`src/rtl/pht_access_scheduler.sv`:
```
// Arbitrates the single-port PHT between front-end lookups and buffered resolution updates.
// Optional SCHED_STATS_EN adds a saturating lookup-stall counter output.
module pht_access_scheduler #(
  parameter int K      = 4,
  parameter int DEPTH  = 4,
  parameter int STARVE = 8
) (
  input  logic                         clk,
  input  logic                         reset,
  input  logic                         pred_req,
  input  logic [K-1:0]                 pred_index,
  output logic                         pred_ack,
  input  logic                         res_valid,
  input  logic [K-1:0]                 res_index,
  input  logic                         res_outcome,
  output logic                         res_ready,
  output logic                         pht_en,
  output logic                         pht_we,
  output logic [K-1:0]                 pht_index,
  output logic                         pht_outcome,
  output logic                         bhr_shift,
  output logic [$clog2(DEPTH+1)-1:0]   fifo_count,
`ifdef SCHED_STATS_EN
  output logic [15:0]                  lookup_stall_cnt,
`endif
  output logic                         dbg_state
);

  localparam int CW = $clog2(DEPTH + 1);
  localparam int PW = $clog2(DEPTH);
  localparam int SW = $clog2(STARVE + 1);

  localparam logic [0:0] ST_NORMAL = 1'b0;
  localparam logic [0:0] ST_DRAIN  = 1'b1;

  // Handshakes: a resolution transfers on res_valid & res_ready; a lookup is
  // taken on pred_req & pred_ack, with pred_req held until acked.

  logic [K:0]    fifo_mem_q [DEPTH];
  logic [PW-1:0] wr_ptr_q, wr_ptr_d;
  logic [PW-1:0] rd_ptr_q, rd_ptr_d;
  logic [CW-1:0] count_q, count_d;
  logic [SW-1:0] starve_q, starve_d;
  logic [0:0]    state_q, state_d;
  logic          pht_en_q, pht_we_q, pht_outcome_q, bhr_shift_q;
  logic [K-1:0]  pht_index_q;

  logic          fifo_empty, fifo_full, push, lookup_gnt, update_gnt;
  logic [K:0]    head;

  assign fifo_empty = (count_q == '0);
  assign fifo_full  = (count_q == CW'(DEPTH));
  assign res_ready  = !fifo_full;
  assign push       = res_valid && !fifo_full;
  assign head       = fifo_mem_q[rd_ptr_q];

  always_comb begin
    lookup_gnt = 1'b0;
    update_gnt = 1'b0;
    if (state_q == ST_NORMAL) begin
      lookup_gnt = pred_req;
      update_gnt = !pred_req && !fifo_empty;
    end else begin
      update_gnt = !fifo_empty;
    end
  end

  assign pred_ack = lookup_gnt;

  always_comb begin
    wr_ptr_d = push       ? wr_ptr_q + PW'(1) : wr_ptr_q;
    rd_ptr_d = update_gnt ? rd_ptr_q + PW'(1) : rd_ptr_q;
    count_d  = count_q;
    if (push && !update_gnt) begin
      count_d = count_q + CW'(1);
    end else if (!push && update_gnt) begin
      count_d = count_q - CW'(1);
    end
  end

  // Wait counter only advances while a queued update is being passed over.
  always_comb begin
    starve_d = starve_q;
    if (fifo_empty || update_gnt) begin
      starve_d = '0;
    end else if (state_q == ST_NORMAL && starve_q != SW'(STARVE)) begin
      starve_d = starve_q + SW'(1);
    end
  end

  always_comb begin
    state_d = state_q;
    case (state_q)
      ST_NORMAL: if (starve_q == SW'(STARVE) || fifo_full) state_d = ST_DRAIN;
      ST_DRAIN:  if (count_q == CW'(1) && update_gnt && !push) state_d = ST_NORMAL;
      default:   state_d = ST_NORMAL;
    endcase
  end

  always_ff @(posedge clk) begin
    if (push) begin
      fifo_mem_q[wr_ptr_q] <= {res_index, res_outcome};
    end
  end

  always_ff @(posedge clk or posedge reset) begin
    if (reset) begin
      wr_ptr_q      <= '0;
      rd_ptr_q      <= '0;
      count_q       <= '0;
      starve_q      <= '0;
      state_q       <= ST_NORMAL;
      pht_en_q      <= 1'b0;
      pht_we_q      <= 1'b0;
      pht_index_q   <= '0;
      pht_outcome_q <= 1'b0;
      bhr_shift_q   <= 1'b0;
    end else begin
      wr_ptr_q    <= wr_ptr_d;
      rd_ptr_q    <= rd_ptr_d;
      count_q     <= count_d;
      starve_q    <= starve_d;
      state_q     <= state_d;
      pht_en_q    <= lookup_gnt || update_gnt;
      bhr_shift_q <= update_gnt;
      if (lookup_gnt) begin
        pht_we_q      <= 1'b0;
        pht_index_q   <= pred_index;
        pht_outcome_q <= 1'b0;
      end else if (update_gnt) begin
        pht_we_q      <= 1'b1;
        pht_index_q   <= head[K:1];
        pht_outcome_q <= head[0];
      end
    end
  end

`ifdef SCHED_STATS_EN
  logic [15:0] stall_q;

  always_ff @(posedge clk or posedge reset) begin
    if (reset) begin
      stall_q <= '0;
    end else if (pred_req && !lookup_gnt && stall_q != 16'hFFFF) begin
      stall_q <= stall_q + 16'd1;
    end
  end

  assign lookup_stall_cnt = stall_q;
`endif

  assign pht_en      = pht_en_q;
  assign pht_we      = pht_we_q;
  assign pht_index   = pht_index_q;
  assign pht_outcome = pht_outcome_q;
  assign bhr_shift   = bhr_shift_q;
  assign fifo_count  = count_q;
  assign dbg_state   = state_q;

endmodule
```
`config.mk`:
```
export PLATFORM = sky130hd
export DESIGN_NAME = pht_access_scheduler
export DESIGN_NICKNAME = d
export VERILOG_FILES = /design/src/rtl/pht_access_scheduler.sv
export SDC_FILE = /design/constraint.sdc
export NUM_CORES = 1
export LEC_CHECK = 0
export ABC_AREA = 0
export CAP_MARGIN = 15
export CELL_PAD_IN_SITES_DETAIL_PLACEMENT = 0
export CELL_PAD_IN_SITES_GLOBAL_PLACEMENT = 2
export CORE_MARGIN = 2
export CORE_UTILIZATION = 36
export DETAILED_ROUTE_END_ITERATION = 8
export PLACE_DENSITY_LB_ADDON = 0.1
export RECOVER_POWER = 100
export SLEW_MARGIN = 25
export SYNTH_ARGS = -nofsm -noshare
export SYNTH_HDL_FRONTEND = slang
export SYNTH_SLANG_ARGS = --single-unit
export TNS_END_PERCENT = 20
```
`constraint.sdc`:
```
create_clock -name clk -period 2.4 [get_ports clk]
set_input_delay 0.36 -clock clk [delete_from_list [all_inputs] [get_ports clk]]
set_output_delay 0.36 -clock clk [all_outputs]
set_load 0.005 [all_outputs]
```
[Yosys cells after proc, flatten, opt, wreduce, memory -nomap -nowiden]
Memories as Yosys holds them, arrays and structs flattened.
Index checks and enable logic that the tools add are counted.
Cells by class
  multiplexer cells: 17
  add/subtract/negate cells: 5
  bitwise logic cells: 1
  reduce and logical (&&, ||, !) cells: 19
  eq/ne operators: 4
Operator list (number)
  $mux W4: 4
  $mux W1: 10
  $logic_and A1 B1 Y1: 7
  $mux W3: 2
  $reduce_bool A2 Y1: 3
  $logic_not A1 Y1: 5
  $add A2 B1 Y2 const B: 2
  $add A4 B1 Y4 const B: 1
  $eq A4 B4 Y1 const B: 1
  $ne A4 B4 Y1 const B: 1
  $add A3 B1 Y3 const B: 1
  $eq A3 B1 Y1 const B: 1
  $eq A3 B3 Y1 const B: 1
  $logic_not A3 Y1: 1
  $logic_or A1 B1 Y1: 3
  $sub A3 B1 Y3 const B: 1
  $pmux W1 S2: 1
  $not A1 Y1: 1
Word-level totals
  bits in registers: 20
  memories: 1
  input bits: 13
  RAM bits: 20
Memory list
  fifo_mem_q: depth 4, width 5, read ports 1, clocked after memory_dff 0, wr ports 1, RTL line 39  | logic [K:0] fifo_mem_q [DEPTH];

[Logic depth before layout (Yosys ltp)]
  depth after elaboration: 8
  depth in mapped cells: 9

[Least setup slack after synthesis]
No wires, ideal clock.
  kind: register to register
  from: reg count_q[0] (netlist: fifo_count[0])
  to: reg count_q[2] (netlist: fifo_count[2])
  arrival: 1.638 ns
  clock period less this slack: 1.768 ns
  cell stages (with the launch flop): 10
  path buffers: 1
  setup slack: 0.632 ns
  cell sequence: dfrtp_1 > inv_1 > ha_1 > nand2b_1 > buf_4 > nand2_1 > ha_1 > mux2i_1 > nor2_1 > xor2_1
On the way
  longest elaborated chain between the ends: 7
  elaborated cells between the ends (all ways): 16
Ends and longest elaborated chain
  start: declaration: RTL line 42  | logic [CW-1:0] count_q, count_d;
  start signal: assignment: RTL line 121  | count_q <= count_d;
  branches (longest 7 deep; another with $sub A3 B1 Y3)
Parallel ways; which one is timed is not known. The select of a mux whose other input is x is not followed.
A chain may end at the register's enable or synchronous reset.

[Worst setup path after layout]
  from: reg count_q[0] (netlist: fifo_count[0])
  to: out res_ready
On the way
  longest elaborated chain between the ends: 2
Ends and longest elaborated chain
  $eq A3 B3 Y1: RTL line 52  | assign fifo_full = (count_q == CW'(DEPTH));
  $logic_not A1 Y1: RTL line 53  | assign res_ready = !fifo_full;
  end: declaration: RTL line 16  | output logic res_ready,
Every way passes these cells.

==> results by group <==
Synthesis
  • YS warnings: 0
  • Post-synth ARST share: 50.0%
  • Synth area leaders: edfxtp_1, dfrtp_1, ha_1
  • Area leader, netlist: edfxtp_1
  • Number of synthesized flops with an enable pin: 20
  • Mapped Cells: 129
  • Post-synthesis cell area: 1760 um^2
  • Net Count, Synth: 153
  • Distinct cell type count after synthesis: 26
  • Yosys reg bits: 40
  • Post-synth top flop: edfxtp_1
  • Syn Area/Cell: 13.6 um^2
  • Seq/Total Area, Yosys: 62.5%
  • Commonest cells post-synth: dfrtp_1, edfxtp_1, nand2_1
  • Share of the synthesized area in the top cell type: 34.1%

CTS
  • Clock sink count: 40
  • Num CTS Buffers: 5
  • Postcts setup bufs: 0
  • H-Tree Depth: 2
  • Cts hold-fix bufs: 0
  • Post-CTS Resized: 0
  • Bufs on Longest Clock Path: 2
  • Worst-path clk slew: 0.08 ns
  • Clock root buffer: clkbuf_8
  • CTS tree: built
  • Worst skew pair latency: 0.29 ns

Worst setup path
  • WS Path Type: reg2out
  • Maximum fanout along the worst path: 6
  • Crit-path max cell delay: 0.58 ns
  • CP max-delay cell: dlygate4sd3_1
  • Worst Setup Start Kind: register
  • Family with the most delay on the worst path: buffers and inverters
  • Arrival time at the worst endpoint: 1.75 ns
  • Worst Path Required: 2.04 ns
  • Cell Chain, Critical Path: inv_1, ha_1, nand2_1, dlygate4sd3_1
  • Worst path bufs/invs: 2
  • Worst setup EP type: output pin

Cells and area
  • Ant. Diodes: 0
  • Layout cells sized above 1: 9.38%
  • Multi-input logic area: 589 um^2
  • P&R area growth vs syn: 24.7%
  • Fin nets: 183
  • Filler cell count: 430
  • Reg area: 1100 um^2

Routing
  • WL final: 3030 um
  • DRT antenna net count: 0
  • # DRC: 0
  • Vias/cell: 4.44
  • Avg WL per Cell: 13.4 um
  • Initial DRC Count: 24
  • Vias: 1007
  • Initial DRT Pass Iterations: 4

Die
  • # IOs: 27
  • Initial Utilization: 37.3%
  • Chip width: 73.9 um
  • Die Height: 73.9 um
  • Die footprint: 5470 um^2
  • Cell row count: 25
  • Core area: 4720 um^2

Run status
  • Outcome: completed

Timing
  • Fin crit share: 88.0%
  • Worst-Margin Slew: 0.790 ns
  • Slew HR: 47.3%
  • Final hold viol count: 0
  • Slew Viols, Final: 0
  • Post-layout minimum cycle time: 2.11 ns
  • Achievable frequency: 0.473 GHz
  • Final setup fails: 0
  • Unrepaired setup endpoints after global routing: false
  • Fin Setup TNS: 0 ns
  • Clk_skew: 0.00537 ns

Place
  • Routability cong.: 0.725
  • HPWL after detailed placement: 2220 um
  • Port bufs: 26

Power
  • Maximum vdd drop: 0.582 mV
  • Static leakage: 0.000874 uW
  • Tot Pwr: 2580 uW
  • Pwr/cell area: 1170 nW/um^2

Global routing
  • First-pass GRT wire length: 5020 um
  • Vias in the first global route: 1048
  • GRT overflow: 0
  • GRT Total Usage: 12.7%
  • Antenna violations before repair: 0
  • Largest net degree at the start of global routing: 21

Hold path
  • HP Class: reg2reg

Run
  • Max Cap Viol: 0
==> cell type report <==
type / instances / area share (%)
tap: 67 / 3.82
multi-input combinational: 75 / 26.8
timing repair buffer: 28 / 12.4
clock buffer: 5 / 3.13
inverter: 9 / 1.54
clock inverter: 3 / 2.17
sequential: 40 / 50.1
==> tightest hold or removal path, cell delays in order, from the launching register on <==
cell	delay, ns
dfrtp_1	0.35
nor2_1	0.05
nor2_1	0.07
==> state kept, by name (all words and copies together) (netlist names) <==
signal and cells:
bhr_shift 1, rd_ptr_q 2, wr_ptr_q 2, dbg_state 1, pht_en 1, fifo_mem_q 20, pht_outcome 1, fifo_count 3
starve_q 4, pht_we 1, pht_index 4
==> logic make-up (layout without fill, tap and decap cells) <==
logic type      after synthesis  after routing  synth area share [%]
compound gates               14             14                  4.90
flops                        40             40                  62.5
simple gates                 34             34                  8.88
mux                           7              7                  7.53
xor+xnor                      9              9                  4.48
buf+inv                      14             45                  3.84
fa+ha+maj                    11             11                  7.82
==> placed cells by master (no fill, tap or decap) <==
cell type         n
a21boi_2          1
a21oi_1           9
and2_0            4
and3b_1           1
buf_4             1
bufinv_16         1
clkbuf_1          1
clkbuf_8          5
clkdlybuf4s50_1   7
clkinv_4          2
dfrtp_1          20
dlygate4sd3_1    19
edfxtp_1         20
ha_1             11
inv_1             9
mux2i_1           2
mux4_2            5
nand2_1          13
nand2b_1          2
nand3_1           2
nor2_1           10
nor2b_1           1
nor3_1            1
o21ai_0           2
o32a_1            2
xnor2_1           6
xor2_1            3
==> path summary, 6_finish.rpt <==
path / from / endpoint / slack (ns) / cells after the start
max: fifo_count[0] / res_ready / 0.29 / 4
min: pht_we / pht_we / 0.50 / 2
min in group asynchronous: reset / pht_we / 0.65 / 2
max reg2reg: fifo_count[0] / fifo_count[2] / 0.49 / 7
max in group asynchronous: reset / dbg_state / 1.25 / 2
min reg2reg: pht_we / pht_we / 0.50 / 2
==> per-stage QoR <==
step | utilization (%) | area, um^2 | hold slack, ns | instances | setup slack [ns]
after floorplan | - | 1760 | 0.324 | 129 | 0.632
after global placement | 44.2 | 2090 | 0.484 | 219 | 0.439
after detailed placement | 44.2 | 2090 | 0.491 | 219 | 0.455
after CTS | 46.6 | 2200 | 0.510 | 227 | 0.344
after global routing | 46.5 | 2200 | 0.528 | 227 | 0.191
final | 46.5 | 2200 | 0.496 | 227 | 0.287
==> metal layers <==
metal / routed length (um) / share of wire [%] / track usage [%]
met1: 1400 / 46 / 15.5
met5: 0 / 0 / 0
met4: 29 / 0.96 / 5.45
met2: 1490 / 49 / 20.4
met3: 120 / 4.0 / 4.61
==> report_power, final <==
| part | total, uW | switching [uW] | internal, uW |
|---|---|---|---|
| clock | 553 | 240 | 313 |
| combinational | 915 | 427 | 488 |
| sequential | 1110 | 161 | 946 |
| total | 2580 | 828 | 1750 |
Note: power is estimated with default switching activity, not from simulation.
